===== config.mk =====
export PLATFORM = sky130hd
export DESIGN_NAME = mcp47feb_i2c_target
export DESIGN_NICKNAME = d
export VERILOG_FILES = /design/src/rtl/mcp47feb_i2c_target.sv
export SDC_FILE = /design/constraint.sdc
export NUM_CORES = 1
export LEC_CHECK = 0
export BUFFER_PORTS_ARGS = -buffer_cell sky130_fd_sc_hd__buf_2
export CAP_MARGIN = 5
export CELL_PAD_IN_SITES_DETAIL_PLACEMENT = 1
export CELL_PAD_IN_SITES_GLOBAL_PLACEMENT = 1
export CORE_ASPECT_RATIO = 0.75
export CORE_MARGIN = 5
export CORE_UTILIZATION = 38
export CTS_BUF_LIST = sky130_fd_sc_hd__clkbuf_4
export DETAILED_ROUTE_END_ITERATION = 8
export PLACE_DENSITY_LB_ADDON = 0.1
export SYNTH_ARGS = -nofsm -noshare
export SYNTH_HDL_FRONTEND = slang
export SYNTH_SLANG_ARGS = --single-unit
export TNS_END_PERCENT = 50

===== constraint.sdc =====
create_clock -name clk -period 2.8 [get_ports clk]
set_input_delay 0.14 -clock clk [delete_from_list [all_inputs] [get_ports clk]]
set_output_delay 0.14 -clock clk [all_outputs]
set_load 0.005 [all_outputs]

===== src/rtl/mcp47feb_i2c_target.sv =====
// Bus-functional I2C write target for an MCP47FEB dual 12-bit DAC.
// Decodes address / command / MSB / LSB frames and latches channel values.
//
// state    | meaning
// ---------+--------------------------------------------------
// IDLE     | bus free, waiting for START
// ADDR     | shifting in 7-bit address + R/W
// ADDR_ACK | address matched, drive / release ACK
// CMD      | shifting in command byte
// CMD_ACK  | command accepted, drive / release ACK
// MSB      | shifting in value[11:8] byte
// MSB_ACK  | drive / release ACK for MSB
// LSB      | shifting in value[7:0] byte
// LSB_ACK  | drive / release ACK for LSB, then next command
// IGNORE   | not for us or rejected, wait for START / STOP
module mcp47feb_i2c_target #(
  parameter logic [6:0] DEV_ADDR   = 7'h60,
  parameter int         FILTER_LEN = 3
) (
  input  logic        clk,
  input  logic        rst,
  input  logic        scl_i,
  input  logic        sda_i,
  output logic        sda_o,
  output logic [11:0] dac0_value,
  output logic [11:0] dac1_value,
  output logic        dac0_update,
  output logic        dac1_update,
  output logic        busy,
  output logic        nack_pulse
);

  localparam int FW = $clog2(FILTER_LEN) + 1;
  localparam logic [FW-1:0] F_LOAD = FW'(FILTER_LEN - 1);

  typedef enum logic [3:0] {
    IDLE, ADDR, ADDR_ACK, CMD, CMD_ACK, MSB, MSB_ACK, LSB, LSB_ACK, IGNORE
  } state_t;

  // index 0 = SCL, index 1 = SDA
  logic [1:0]    sync1, sync2, filt, filt_q;
  logic [FW-1:0] fcnt [2];

  always_ff @(posedge clk or posedge rst) begin
    if (rst) begin
      sync1  <= 2'b11;
      sync2  <= 2'b11;
      filt   <= 2'b11;
      filt_q <= 2'b11;
      for (int i = 0; i < 2; i++) fcnt[i] <= F_LOAD;
    end else begin
      sync1  <= {sda_i, scl_i};
      sync2  <= sync1;
      filt_q <= filt;
      for (int i = 0; i < 2; i++) begin
        if (sync2[i] == filt[i]) begin
          fcnt[i] <= F_LOAD;
        end else if (fcnt[i] == '0) begin
          filt[i] <= sync2[i];
          fcnt[i] <= F_LOAD;
        end else begin
          fcnt[i] <= fcnt[i] - FW'(1);
        end
      end
    end
  end

  logic scl_rise, scl_fall, start_det, stop_det;
  assign scl_rise  = filt[0] & ~filt_q[0];
  assign scl_fall  = ~filt[0] & filt_q[0];
  assign start_det = filt[0] & filt_q[0] & filt_q[1] & ~filt[1];
  assign stop_det  = filt[0] & filt_q[0] & ~filt_q[1] & filt[1];

  state_t     state, ack_next;
  logic [2:0] bit_cnt;
  logic [7:0] shreg, byte_next;
  logic [3:0] msb_q;
  logic       sel_q, ack_done, commit_pend;

  assign byte_next = {shreg[6:0], filt[1]};

  always_comb begin
    ack_next = CMD;
    case (state)
      CMD_ACK: ack_next = MSB;
      MSB_ACK: ack_next = LSB;
      default: ack_next = CMD;
    endcase
  end

  always_ff @(posedge clk or posedge rst) begin
    if (rst) begin
      state       <= IDLE;
      bit_cnt     <= 3'd0;
      shreg       <= 8'd0;
      msb_q       <= 4'd0;
      sel_q       <= 1'b0;
      ack_done    <= 1'b0;
      commit_pend <= 1'b0;
      sda_o       <= 1'b1;
      busy        <= 1'b0;
      nack_pulse  <= 1'b0;
      dac0_value  <= 12'd0;
      dac1_value  <= 12'd0;
      dac0_update <= 1'b0;
      dac1_update <= 1'b0;
    end else begin
      dac0_update <= 1'b0;
      dac1_update <= 1'b0;
      nack_pulse  <= 1'b0;
      // Both value bytes land in one clock, so a channel never shows a half-written value.
      if (commit_pend) begin
        commit_pend <= 1'b0;
        if (sel_q) begin
          dac1_value  <= {msb_q, shreg};
          dac1_update <= 1'b1;
        end else begin
          dac0_value  <= {msb_q, shreg};
          dac0_update <= 1'b1;
        end
      end
      if (stop_det) begin
        state <= IDLE;
        busy  <= 1'b0;
        sda_o <= 1'b1;
      end else if (start_det) begin
        state    <= ADDR;
        bit_cnt  <= 3'd0;
        ack_done <= 1'b0;
        sda_o    <= 1'b1;
      end else begin
        case (state)
          ADDR, CMD, MSB, LSB: begin
            if (scl_rise) begin
              shreg   <= byte_next;
              bit_cnt <= bit_cnt + 3'd1;
              if (bit_cnt == 3'd7) begin
                ack_done <= 1'b0;
                case (state)
                  ADDR: begin
                    if (byte_next[7:1] == DEV_ADDR && !byte_next[0]) begin
                      state <= ADDR_ACK;
                      busy  <= 1'b1;
                    end else begin
                      state <= IGNORE;
                    end
                  end
                  CMD: begin
                    if (byte_next[7:4] == 4'd0 && byte_next[2:1] == 2'd0) begin
                      sel_q <= byte_next[3];
                      state <= CMD_ACK;
                    end else begin
                      nack_pulse <= 1'b1;
                      busy       <= 1'b0;
                      state      <= IGNORE;
                    end
                  end
                  MSB: begin
                    msb_q <= byte_next[3:0];
                    state <= MSB_ACK;
                  end
                  default: begin
                    commit_pend <= 1'b1;
                    state       <= LSB_ACK;
                  end
                endcase
              end
            end
          end
          // First SCL fall drives the ACK, the second one releases it.
          ADDR_ACK, CMD_ACK, MSB_ACK, LSB_ACK: begin
            if (scl_fall) begin
              if (!ack_done) begin
                sda_o    <= 1'b0;
                ack_done <= 1'b1;
              end else begin
                sda_o   <= 1'b1;
                bit_cnt <= 3'd0;
                state   <= ack_next;
              end
            end
          end
          IGNORE: begin
            sda_o <= 1'b1;
            busy  <= 1'b0;
          end
          default: ;
        endcase
      end
    end
  end

endmodule


Word level (Yosys, flattened, before mapping)
Cells that the tools add are included.
{"block": "word_totals", "inputBits": 4, "register_bits": 65, "wordCells": 148, "out_inout_bits": 29}
{"block": "classes", "add_sub_neg": 3, "bitwise_logic": 16, "mux": 55, "eq_ne": 27, "n_reduce_logical": 26}
{"cell": "4-bit 2-to-1 mux", "n": 8}
{"cell": "1-bit 2-to-1 mux", "n": 31}
{"cell": "4-bit != test, second input constant", "n": 7}
{"cell": "3-bit 2-to-1 mux", "n": 8}
{"cell": "3-bit != test, second input constant", "n": 6}
{"cell": "4-bit by 3-bit equality test with 1-bit output, second input constant", "n": 4}
{"cell": "5-bit AND reduction", "n": 3}
{"cell": "7-bit AND reduction", "n": 2}
{"cell": "3-bit case mux with 2 select lines", "n": 2}
{"cell": "4-bit case mux with 3 select lines", "n": 1}
{"cell": "2-bit AND reduction", "n": 5}
{"cell": "1-bit inverter", "n": 9}
{"cell": "4-bit by 2-bit equality test with 1-bit output, second input constant", "n": 2}
{"cell": "4-bit equality test, second input constant", "n": 2}
{"cell": "1-bit case mux with 2 select lines", "n": 4}
{"cell": "4-bit case mux with 2 select lines", "n": 1}
{"cell": "4-bit nonzero test", "n": 2}
{"cell": "4-bit OR reduction", "n": 2}
{"cell": "1-bit bitwise AND", "n": 7}
{"cell": "7-bit equality test, second input constant", "n": 1}
{"cell": "3-bit zero test", "n": 2}
{"cell": "6-bit AND reduction", "n": 1}
{"cell": "3-bit nonzero test", "n": 2}
{"cell": "3-bit by 1-bit subtractor with 3-bit output, second input constant", "n": 2}
{"cell": "other kinds (11)", "n": 13}

Longest topological paths before layout
Gate-level depths: netlist (run 1).
{"block": "logic_depth", "depth_word": 9, "depth_mapped": 7, "ltp_nobuf": 7}

Worst setup path after synthesis (run 1)
No wires, ideal clock.
{"block": "synth_timing", "path_kind": "reg-to-reg", "start": "register state[1]", "end": "register bit_cnt[0]", "slack_ns": 0.656, "required_ns": 2.675, "setup_ns": 0.125, "stages_incl_launch_ff": 7, "t_arrival_ns": 2.019, "cell_sequence": "dfrtp_1 buf_6 or3b_4 a2111oi_4 nor3_1 a311o_1 mux2_2"}
{"block": "synth_between", "elab_chain_len": 4, "elab_cells_between_ends": 17, "cone_classes": "11 x eq/ne; 2 x mux; 4 x reduce/logical"}
{"item": "start, declared", "line": "74", "rtl": "state_t state, ack_next;"}
{"item": "start signal, assigned", "line": "179", "rtl": "state <= ack_next;"}
{"item": "4-bit by 2-bit equality test with 1-bit output (tied with other cells)", "line": "132", "rtl": "case (state)"}
{"item": "4-bit OR reduction", "line": "132"}
{"item": "3-bit != test (no line) (tied with other cells)"}
{"item": "5-bit AND reduction (no line) or 3-bit 2-to-1 mux (tied branches)"}
{"item": "end signal, assigned", "line": "136", "rtl": "bit_cnt <= bit_cnt + 3'd1;"}
{"item": "end, declared", "line": "75", "rtl": "logic [2:0] bit_cnt;"}
Several ways; a longest one is shown, not always the timed one.
A chain may end at the register's enable or synchronous reset.

Final worst setup path (run 1)
Ends and elaborated chain as after synthesis.

==> metrics.md, run 1 <==
| Metric | Value |
|---|---|
| Post-synth top area cell | dfrtp_1 |
| Int Pwr | roughly 2.1 mW |
| Clock power share | 24.7% |
| Initial antenna violation count | 0 |
| Synth Area per Inst | 12.45 sq um |
| Max VDD drop | 0.3115 mV |
| Post_cts resized | 0 |
| Final setup TNS | 0 ps |
| Root buffer cell | clkbuf_4 |
| RR Startpoint | state[1]$_DFFE_PP0P_ |
| Post-synth EDFFs | 0 |
| Ys Warns | 0 |
| Mapped Area | 2902 sq um |
| Achievable clock frequency | 0.4494 GHz |
| Clock Skews | 10.62 ps |
| Port Buffer Count | 32 |
| Outcome | finished clean |
| First-pass GRT wire length | between 10 and 15 mm |
| Required @ worst endpoint | 3110 ps |
| RSZ-0062 raised after global routing | no |
| Pins Over Slew Limit | 0 |
| DRC | 0 |
| Ant diodes | 0 |
| Inserted Clock Buffers | 9 |
| Crit. End Element | flip-flop |
| Reg2Reg Depth | 5 |
| Share of the synthesized area in the top cell type | 46.57% |
| Die footprint | 9501 sq um |
| Combinational power share | 33.8% |
| Wirelength per Cell | 16.37 um |
| CP cell instances | or3b_4 -> a2111oi_4 -> nor3_1 -> a311o_1 -> mux2_2 |
| Clock tree buffer depth | 2 |
| Sequential Power Share | 41.4% |
| Worst-Margin Slew | 824.9 ps |
| Setup Buffers After CTS | 0 |
| Starting Density | 39.22% |
| Ys flop type | dfrtp_1 |
| Top-count cell post-synth | dfrtp_1 |
| H-tree depth | 3 |
| Via count | 1942 |
| Area contributors post-synth | dfrtp_1, mux2_2, dfstp_2 |
| # clock sinks | 65 |
| Worst reg2reg setup slack | 580 ps |
| Vias in the first global route | 2105 |
| Crit start category | flip-flop |
| Yosys cell types | 45 |
| # rows | 27 |
| DIE WIDTH | 110.9 um |
| Hold Path Origin | sync1[1]$_DFF_PP1_ |
| Post-synthesis cell count | 233 |
| Tmin final | 2225 ps |
| Ports | 33 |
| Reg2reg end | bit_cnt[0]$_DFFE_PP0P_ |
| CP max-delay cell | a2111oi_4 |
| Final setup viols | 0 |
| Switching share of power | 35.36% |
| Register area share after synthesis | between 50% and 60% |
| Drt initial violations | 28 |
| Final Hold Viols | 0 |
| Sw power | 1.154 mW |
| Worst-path fanout max | 4 |
| Final Power | approximately 3.3 mW |
| Period utilization | 79.46% |
| Routed Antenna Nets | 0 |
| Pwr/cell area | 954.5 nW/um^2 |
| Max cap viols | 0 |
| Cell depth of the worst min-delay path | 0 |
| CP max stage delay | 490 ps |
| Final WL | 6.269 mm |
| Leakage | 1.707 nW |
| Via density | 5.070 |
| Dpl ws | 589.6 ps |
| WP data arrival | 2530 ps |
| Die Y | 85.68 um |
| Synth async-reset ratio | 100.0% |
| TritonCTS clock tree | built |
| First-pass DRT Iterations | 4 |
| Cts hold-fix bufs | 3 |
| Final-stage net count | 287 |
| Hold Crit Class | flip-flop to flip-flop |
| Half-perimeter wire length after placement | 4.227 mm |
| All-layer global routing usage | 14.35% |
| Post-synth top cells | dfrtp_1, mux2_2, nand2_1, nor2_1 |
| Share of cells above drive strength 1 | a little over 40% |
| Worst-Skew Late Latency | 400 ps |
| Largest net degree at the start of global routing | 66 |
| Post-Syn Nets | 243 |
| Floorplan core area | ~7400 sq um |
| Worst rel slew slack | 45.01% |
| P&R area growth vs syn | 17.85% |
| Clock transition at path regs | approximately 120 ps |
| Hold EP | sync2[1]$_DFF_PP1_ |
| Setup slack after layout | 575.0 ps |
| Final GP Congestion | about 0.86 |
| Synthesized flop and latch total | 65 |
| CP Class | flip-flop to flip-flop |
| GRT overflow | 0 |
[sequential cells by signal (all words and copies together) (netlist names), 2 cells and up]
| name | cells |
|---|---|
| filt | 2 |
| fcnt | 6 |
| bit_cnt | 3 |
| dac0_value | 12 |
| sync1 | 2 |
| dac1_value | 12 |
| msb_q | 4 |
| sync2 | 2 |
| filt_q | 2 |
| state | 4 |
| shreg | 8 |
[metrics by stage]
step                utilization (%)  hold WS (ps)  instance area, sq um  instances
finish                        46.22         363.0                  3420        383
global route                  46.22         351.8                  3420        383
floorplan                         -         144.5                  2902        233
detailed placement            43.31         246.6                  3204        364
CTS                           46.22         327.0                  3420        383
global placement              43.31         244.9                  3204        364
[metal layers]
| layer | up-vias | part of all wire (%) | global-route usage [%] |
|---|---|---|---|
| li1 | 916 | - | - |
| met1 | 980 | 51 | 20.09 |
| met2 | 40 | 43 | 21.53 |
| met3 | 6 | 4.8 | 4.161 |
| met4 | 0 | 1.0 | 4.698 |
| met5 | - | 0 | 0 |
[cell usage in the layout (no fill, tap or decap), types with 9 or more instances in the layout]
cell / netlist / final
buf_2: 1 / 32
clkbuf_4: 0 / 9
dfrtp_1: 54 / 54
dfstp_2: 11 / 11
inv_1: 11 / 10
mux2_2: 42 / 42
nand2_1: 13 / 13
nor2_1: 13 / 13
nor3_1: 11 / 11
[how the worst max path moves through the flow]
stage / cells past startpoint / endpoint / slack (ps) / start
after floorplan: 6 / bit_cnt[0]$_DFFE_PP0P_ / 660 / state[1]$_DFFE_PP0P_
after global placement: 5 / sel_q$_DFFE_PP0P_ / 660 / state[0]$_DFFE_PP0P_
after detailed placement: 5 / bit_cnt[0]$_DFFE_PP0P_ / 590 / state[1]$_DFFE_PP0P_
after CTS: 5 / bit_cnt[0]$_DFFE_PP0P_ / 570 / state[1]$_DFFE_PP0P_
after global routing: 6 / busy$_DFFE_PP0P_ / 420 / state[0]$_DFFE_PP0P_
final: 5 / bit_cnt[0]$_DFFE_PP0P_ / 580 / state[1]$_DFFE_PP0P_
[area by class of cell]
class                   instances  area (sq um)
fillers                       798          3979
flip-flops and latches         65          1640
multi-input cells             148          1184
repair buffers                 42         242.7
well taps                     101         126.4
clock inverters                 7         117.6
clock buffers                   9         67.56
inverters                      11         41.29
[worst max-delay path, delay by kind of cell (launching register included)]
family | cells | cell delay [ps]
AOI/OAI and AO/OA | 2 | 910
DFF | 1 | 390
muxes | 1 | 290
and+or+nand+nor | 2 | 540
[power by group through the flow]
stage          Combinational, mW  Clock, mW  Sequential, mW
3_3_place_gp                1.09          0            1.37
4_1_cts                     1.12      0.833            1.35
2_1_floorplan              0.879          0            1.27
3_5_place_dp                1.11          0            1.37
6_report                    1.10      0.807            1.35
5_1_grt                     1.24      0.876            1.39
[kinds of logic after synthesis]
group | count (synthesis) | share of synthesized area [%]
buffers and inverters | 20 | 2.889
multiplexers | 47 | 18.02
flip-flops | 65 | 56.53
adder cells (fa/ha/maj) | 6 | 2.587
XOR/XNOR | 3 | 0.9057
AO/OA/AOI/OAI | 29 | 7.806
AND/OR/NAND/NOR | 63 | 11.25
Note: power is estimated with default switching activity, not from simulation.
==> run 2, diff against run 1 <==
Settings changed: ABC_AREA set to 1.
Clock period 2.8 ns to 2.15 ns, I/O delays scaled along.
==> run 2 against run 1 <==
Critical path depth is 2 higher. Combinational power increased by 38%. Die area up 0.73%. Fmax up 32%. First-iteration DRC count rose to 3.4 times the previous value. Synthesized cell count grew 42%. Core utilization shrank 0.88 points. Clock-buffer cell count unchanged. Synthesized area rose by 0.82%. Flip-flop and latch count stayed put. Clock skew barely moved. Routed wire length grew 1.9%. Largest power group unchanged.
==> metrics.md, run 2 <==
| Metric | Value |
|---|---|
| Clock Skews | 11.09 ps (+0.4713 ps) |
| Post-synth top cells | nand2_1, dfrtp_1, o21ai_0 |
| Area contributors post-synth | dfrtp_1, nand2_1, dfstp_2 |
| CP Class | flip-flop to flip-flop |
| Ports | 33 (unchanged) |
| Crit. End Element | flip-flop |
| Pins Over Slew Limit | 0 (unchanged) |
| Routed Antenna Nets | 0 (unchanged) |
| RSZ-0062 raised after global routing | no |
| Top-count cell post-synth | nand2_1 |
| Post_cts resized | 0 (unchanged) |
| Wirelength per Cell | 13.39 um (-18%) |
| Setup slack after layout | 463.2 ps (-111.8 ps) |
| CP max stage delay | 610 ps (+120 ps) |
| P&R area growth vs syn | 15.18% |
| Yosys cell types | 31 (-31%) |
| DIE WIDTH | 111.3 um (+0.37%) |
| Post-synth EDFFs | 0 (unchanged) |
| Post-Syn Nets | 340 (+40%) |
| Clock tree buffer depth | 2 (unchanged) |
| First-pass GRT wire length | 11.47 mm (+5.7%) |
| # rows | 27 (unchanged) |
| Starting Density | 39.36% (+0.14 points) |
| Final Hold Viols | 0 (unchanged) |
| Top Registers | dac0_value x12, dac1_value x12, shreg x8 |
| Mapped Area | 2925 sq um (+0.82%) |
| Largest net degree at the start of global routing | 66 (unchanged) |
| Via density | 4.665 (-8.0%) |
| TritonCTS clock tree | built |
| Clock transition at path regs | 120 ps (about the same) |
| Final GP Congestion | 0.7938 (-7.6%) |
| Port Buffer Count | 32 (unchanged) |
| # clock sinks | 65 (unchanged) |
| Worst-Margin Slew | 743.0 ps (-81.86 ps) |
| Root buffer cell | clkbuf_4 |
| Die footprint | 9571 sq um (+0.73%) |
| GRT overflow | 0 (unchanged) |
| Final-stage net count | 381 (+33%) |
| Dpl ws | 468.8 ps (-120.8 ps) |
| Share of cells above drive strength 1 | 22.07% (-18 points) |
| Vias in the first global route | 2342 (+11%) |
| Kind of cell adding the most delay to the critical path | simple AND/OR/NAND/NOR gates |
| Final setup viols | 0 (unchanged) |
| Synth Area per Inst | 8.865 sq um (-29%) |
| Synthesized flop and latch total | 65 (unchanged) |
| Most frequent cells in the layout | nand2_1, dfrtp_1, o21ai_0, inv_1, buf_2 |
| Hold Crit Class | primary input to asynchronous set/reset pin |
| Achievable clock frequency | 0.5929 GHz (+32%) |
| Post-synthesis cell count | 330 (+42%) |
| Ys flop type | dfrtp_1 |
| Max cap viols | 0 (unchanged) |
| Initial antenna violation count | 0 (unchanged) |
| CP bufs+invs | 2 (+2) |
| Pwr/cell area | 1181 nW/um^2 (+24%) |
| Outcome | finished clean |
| CP max-delay cell | dfstp_2 |
| Worst hold slack | 318.6 ps (-44.48 ps) |
| Worst-Skew Late Latency | 390 ps (about the same) |
| DRC | 0 (unchanged) |
| Ant diodes | 0 (unchanged) |
| Synth async-reset ratio | 100.0% (unchanged) |
| Final setup TNS | 0 ps (unchanged) |
| Worst-path fanout max | 8 (+4) |
| Half-perimeter wire length after placement | 4.635 mm (+9.7%) |
| Crit start category | flip-flop |
| Drt initial violations | 96 (+240%) |
| Required @ worst endpoint | 2420 ps (-690 ps) |
| Register area share after synthesis | 56.07% (-0.46 points) |
| CP cell instances | inv_1 -> nor2_1 -> inv_1 -> nor2_1 -> nand2_1 -> nand2_1 -> o21ai_0 |
| Worst reg2reg setup slack | 460 ps (-110 ps) |
| Die Y | 85.99 um (+0.36%) |
| Via count | 2225 (+15%) |
| Final WL | 6.385 mm (+1.9%) |
| Share of the synthesized area in the top cell type | 46.19% (-0.38 points) |
| H-tree depth | 3 (unchanged) |
| Post-synth top area cell | dfrtp_1 |
| First-pass DRT Iterations | 4 (unchanged) |
| Ys Warns | 0 (unchanged) |
| All-layer global routing usage | 14.75% (+0.39 points) |
| WP data arrival | 1960 ps (-570 ps) |
| Floorplan core area | 7432 sq um (+0.46%) |
| Commonest non-fill, non-tap cell in the layout | nand2_1 |
| Tmin final | 1687 ps (-538.2 ps) |
| Worst rel slew slack | 50.34% (+5.3 points) |
| Max VDD drop | 0.4979 mV (+60%) |
| Period utilization | 78.45% (-1.0 points) |
| Leakage | 1.716 nW (+0.54%) |
| Inserted Clock Buffers | 9 (unchanged) |
## run 2: layout make-up
class	instances	area, sq um
Timing Repair Buffer	36	210.2
Multi-Input combinational cell	213	1081
Inverter	46	172.7
Clock inverter	7	71.32
Fill cell	904	4063
Tap cell	101	126.4
Clock buffer	9	67.56
Sequential cell	65	1640
## run 2: what timing repair did
action	CTS	global route
buffers inserted	0	0
hold endpoints to repair	56	0
hold buffers	3	0
## run 2: where the power goes
group          internal (mW)  total (mW)  switching, mW
sequential              1.47        1.65          0.185
combinational          0.502        1.52           1.02
clock                  0.352       0.804          0.452
## run 2: worst register-to-register path: stages (launching register included)
cell and delay, ps:
dfstp_2 610, inv_1 70, nor2_1 210, inv_1 150, nor2_1 150, nand2_1 210
nand2_1 110, o21ai_0 80
## run 2: through the flow
| step | instance area (sq um) | util [%] | total power, mW | instances |
|---|---|---|---|---|
| after detailed placement | 3201 | 43.06 | 3.202 | 458 |
| final | 3369 | 45.34 | 3.978 | 477 |
| after global placement | 3201 | 43.06 | 3.175 | 458 |
| after global routing | 3369 | 45.34 | 4.367 | 477 |
| after CTS | 3369 | 45.34 | 4.039 | 477 |
| after floorplan | 2925 | - | 2.836 | 330 |
## run 2: path summary, 6_finish.rpt
path,startpoint,end,depth (start not counted)
min reg2reg,sync1[0]$_DFF_PP1_,sync2[0]$_DFF_PP1_,0
min in group clk,sda_i,sync1[1]$_DFF_PP1_,2
max,filt[0]$_DFFE_PP1P_,msb_q[0]$_DFFE_PP0P_,7
min,rst,fcnt[0]$_DFF_PP0_,4
max reg2reg,filt[0]$_DFFE_PP1P_,msb_q[0]$_DFFE_PP0P_,7
max in group asynchronous,rst,filt_q[1]$_DFF_PP1_,4
## run 2: layer usage
metal | part of all wire, % | track usage (%) | vias up
met4 | 0.34 | 3.757 | 0
met1 | 53 | 20.45 | 1064
li1 | - | - | 1128
met2 | 43 | 22.61 | 31
met3 | 3.5 | 4.513 | 2
met5 | 0 | 0 | -
## run 2: logic make-up after synthesis
logic type	share of synthesized area, %
and+or+nand+nor	23.44
AOI/OAI and AO/OA	10.35
DFF	56.07
xor gates and xnor gates	0.5989
adders and majority gates	2.566
buffers and inverters	6.971
==> run 3, diff against run 2 <==
Clock period 2.15 ns to 1.6 ns, I/O delays scaled along.
==> run 3 against run 2 <==
First-iteration DRC count decreased by 16%. Sequential share of layout area shrank 1.6 points. Critical path depth increased by 2. Power is 38% higher. Die area did not move. Non-clock buffer count rose by 11. Via count up 3.2%. Cell count up 2.3%. Core utilization is 1.6 points higher. Clock-buffer cell count unchanged. Combinational power increased by 51%. Final area rose by 3.5%. Critical path type unchanged.
==> metrics.md, run 3 (synthesis gave the netlist of run 2 again) <==
| Metric | Value |
|---|---|
| Clock tree buffer depth | 2 (unchanged) |
| Final Hold Viols | 0 (unchanged) |
| Ant diodes | 0 (unchanged) |
| Commonest non-fill, non-tap cell in the layout | nand2_1 |
| H-tree depth | 3 (unchanged) |
| Reg2reg end | bit_cnt[1]$_DFFE_PP0P_ |
| TritonCTS clock tree | built |
| First-pass DRT Iterations | 4 (unchanged) |
| Achievable clock frequency | 0.6337 GHz (+6.9%) |
| Final WL | 6.485 mm (+1.6%) |
| Post-Place Cells | 467 (+2.0%) |
| Final Power | 5.484 mW (+38%) |
| Die footprint | 9571 sq um (unchanged) |
| Largest net degree at the start of global routing | 66 (unchanged) |
| Combinational power share | 42.0% (+3.7 points) |
| Max VDD drop | 0.5510 mV (+11%) |
| Most frequent cells in the layout | nand2_1, dfrtp_1, o21ai_0, inv_1, buf_2 |
| Period utilization | 98.63% (+20 points) |
| Required @ worst endpoint | 1910 ps (-510 ps) |
| Sw power | 2.377 mW (+43%) |
| WP data arrival | 1890 ps (-70 ps) |
| Die Y | 85.99 um (unchanged) |
| Half-perimeter wire length after placement | 4.721 mm (+1.9%) |
| DRC | 0 (unchanged) |
| First-pass GRT wire length | 11.79 mm (+2.7%) |
| Area occupied by multi-input gates | 1135 sq um (+5.0%) |
| Hold Crit Class | primary input to asynchronous set/reset pin |
| Worst-Skew Late Latency | 420 ps (+30 ps) |
| All-layer global routing usage | 15.23% (+0.48 points) |
| CP bufs+invs | 0 (-2) |
| Leakage | 1.758 nW (+2.4%) |
| CP max stage delay | 620 ps (about the same) |
| Reg2Reg Depth | 9 (+2) |
| Sequential Area | 1640 sq um (unchanged) |
| Int Pwr | 3.107 mW (+34%) |
| Tmin final | 1578 ps (-108.7 ps) |
| CP cell instances | nand2_4 -> nor2_8 -> nor2_4 -> nand2_2 -> nand2_2 -> a21oi_4 -> nand2_2 -> nand2_1 -> nand2_1 |
| P&R area growth vs syn | 19.16% |
| Via count | 2296 (+3.2%) |
| # rows | 27 (unchanged) |
| Pwr/cell area | 1573 nW/um^2 (+33%) |
| Worst hold slack | 278.8 ps (-39.77 ps) |
| Starting Density | 39.36% (unchanged) |
| Share of cells above drive strength 1 | 27.39% (+5.3 points) |
| Worst-path fanout max | 8 (unchanged) |
| Initial antenna violation count | 0 (unchanged) |
| Switching share of power | 43.35% (+1.7 points) |
| Worst rel slew slack | 77.23% (+27 points) |
| Drt initial violations | 81 (-16%) |
| Root buffer cell | clkbuf_4 |
| Worst-Margin Slew | 341.5 ps (-401.5 ps) |
| CP Class | flip-flop to flip-flop |
| Port Buffer Count | 32 (unchanged) |
| Vias in the first global route | 2429 (+3.7%) |
| Clock power share | 17.2% (-3.0 points) |
| Wirelength per Cell | 13.29 um (-0.72%) |
| Inserted Clock Buffers | 9 (unchanged) |
| DIE WIDTH | 111.3 um (unchanged) |
| Clock Skews | 17.77 ps (+6.679 ps) |
| Kind of cell adding the most delay to the critical path | simple AND/OR/NAND/NOR gates |
| Final-stage net count | 392 (+2.9%) |
| Ports | 33 (unchanged) |
| Outcome | finished clean |
| Routed Antenna Nets | 0 (unchanged) |
| Sequential Power Share | 40.8% (-0.7 points) |
| Crit start category | flip-flop |
| RR Startpoint | filt[0]$_DFFE_PP1P_ |
| RSZ-0062 raised after global routing | yes |
| Cell mode on critical path | nand2_2 |
| Top Registers | dac0_value x12, dac1_value x12, shreg x8 |
| CP max-delay cell | dfstp_2 |
| # clock sinks | 65 (unchanged) |
| Final GP Congestion | 0.8021 (+1.0%) |
| Via density | 4.705 (+0.86%) |
| Pins Over Slew Limit | 0 (unchanged) |
| Fillers | 904 (unchanged) |
| Worst reg2reg setup slack | 20 ps (-440 ps) |
| Clock transition at path regs | 120 ps (about the same) |
| Max cap viols | 0 (unchanged) |
| Final setup viols | 0 (unchanged) |
| GRT overflow | 0 (unchanged) |
| Floorplan core area | 7432 sq um (unchanged) |
| Crit. End Element | flip-flop |
| Non-Filler Instances | 488 (+2.3%) |
[run 3: cell count changes in the layout (fill, tap and decap cells not counted), sizes merged]
cell	delta
clkinvlp	+3
buf	+11
clkinv	-1
inv	-1
bufinv	-1
[run 3: cell type report]
type | count | area share (%)
Timing Repair Buffer | 47 | 8.399
Multi-Input combinational cell | 213 | 32.56
Clock inverter | 7 | 1.364
Clock buffer | 9 | 1.938
Sequential cell | 65 | 47.06
Inverter | 46 | 5.061
Tap cell | 101 | 3.625
[run 3: worst reg2reg max path, stage by stage, from the launching register on]
cell	delay [ps]
dfstp_2	620
nand2_4	100
nor2_8	210
nor2_4	50
nand2_2	70
nand2_2	60
a21oi_4	180
nand2_2	100
nand2_1	60
nand2_1	40
[run 3: routing by layer]
metal / up-vias / track usage, % / part of all wire, %
li1: 1145 / - / -
met1: 1098 / 21.70 / 52
met2: 42 / 22.17 / 42
met3: 11 / 4.584 / 4.2
met4: 0 / 4.972 / 1.6
met5: - / 0 / 0
[run 3: per-stage QoR]
stage	setup TNS [ps]	area [sq um]	utilization (%)	setup WS, ps
after floorplan	0	2929	-	156.9
after global placement	-86.32	3272	44.02	-31.57
after detailed placement	-632.5	3272	44.02	-103.8
after CTS	0	3428	46.13	4.074
after global routing	-728.1	3486	46.90	-121.3
final	0	3486	46.90	21.97
[run 3: worst max-delay path by stage]
stage / start / endpoint / slack, ps / cells after the start
4_1_cts: filt[0]$_DFFE_PP1P_ / bit_cnt[0]$_DFFE_PP0P_ / 4 / 9
5_1_grt: filt[0]$_DFFE_PP1P_ / bit_cnt[2]$_DFFE_PP0P_ / -120 / 9
6_report: filt[0]$_DFFE_PP1P_ / bit_cnt[1]$_DFFE_PP0P_ / 20 / 9
3_3_place_gp: filt[0]$_DFFE_PP1P_ / msb_q[0]$_DFFE_PP0P_ / -30 / 7
2_1_floorplan: filt[0]$_DFFE_PP1P_ / bit_cnt[0]$_DFFE_PP0P_ / 160 / 9
3_5_place_dp: filt[0]$_DFFE_PP1P_ / msb_q[1]$_DFFE_PP0P_ / -100 / 7
[run 3: power groups by stage]
stage	clock [mW]	combinational (mW)	sequential (mW)
6_report	0.943	2.30	2.24
5_1_grt	1.07	2.63	2.28
4_1_cts	0.983	2.20	2.22
3_5_place_dp	0	2.18	2.24
3_3_place_gp	0	2.12	2.23
2_1_floorplan	0	1.64	2.17
[run 3: repair_timing]
action / CTS / global route
hold endpoints to repair: 56 / 0
hold buffers: 3 / 0
pin swaps: 1 / 3
setup buffers: 0 / 2
setup endpoints to repair: 14 / 23
resized for setup: 3 / 15
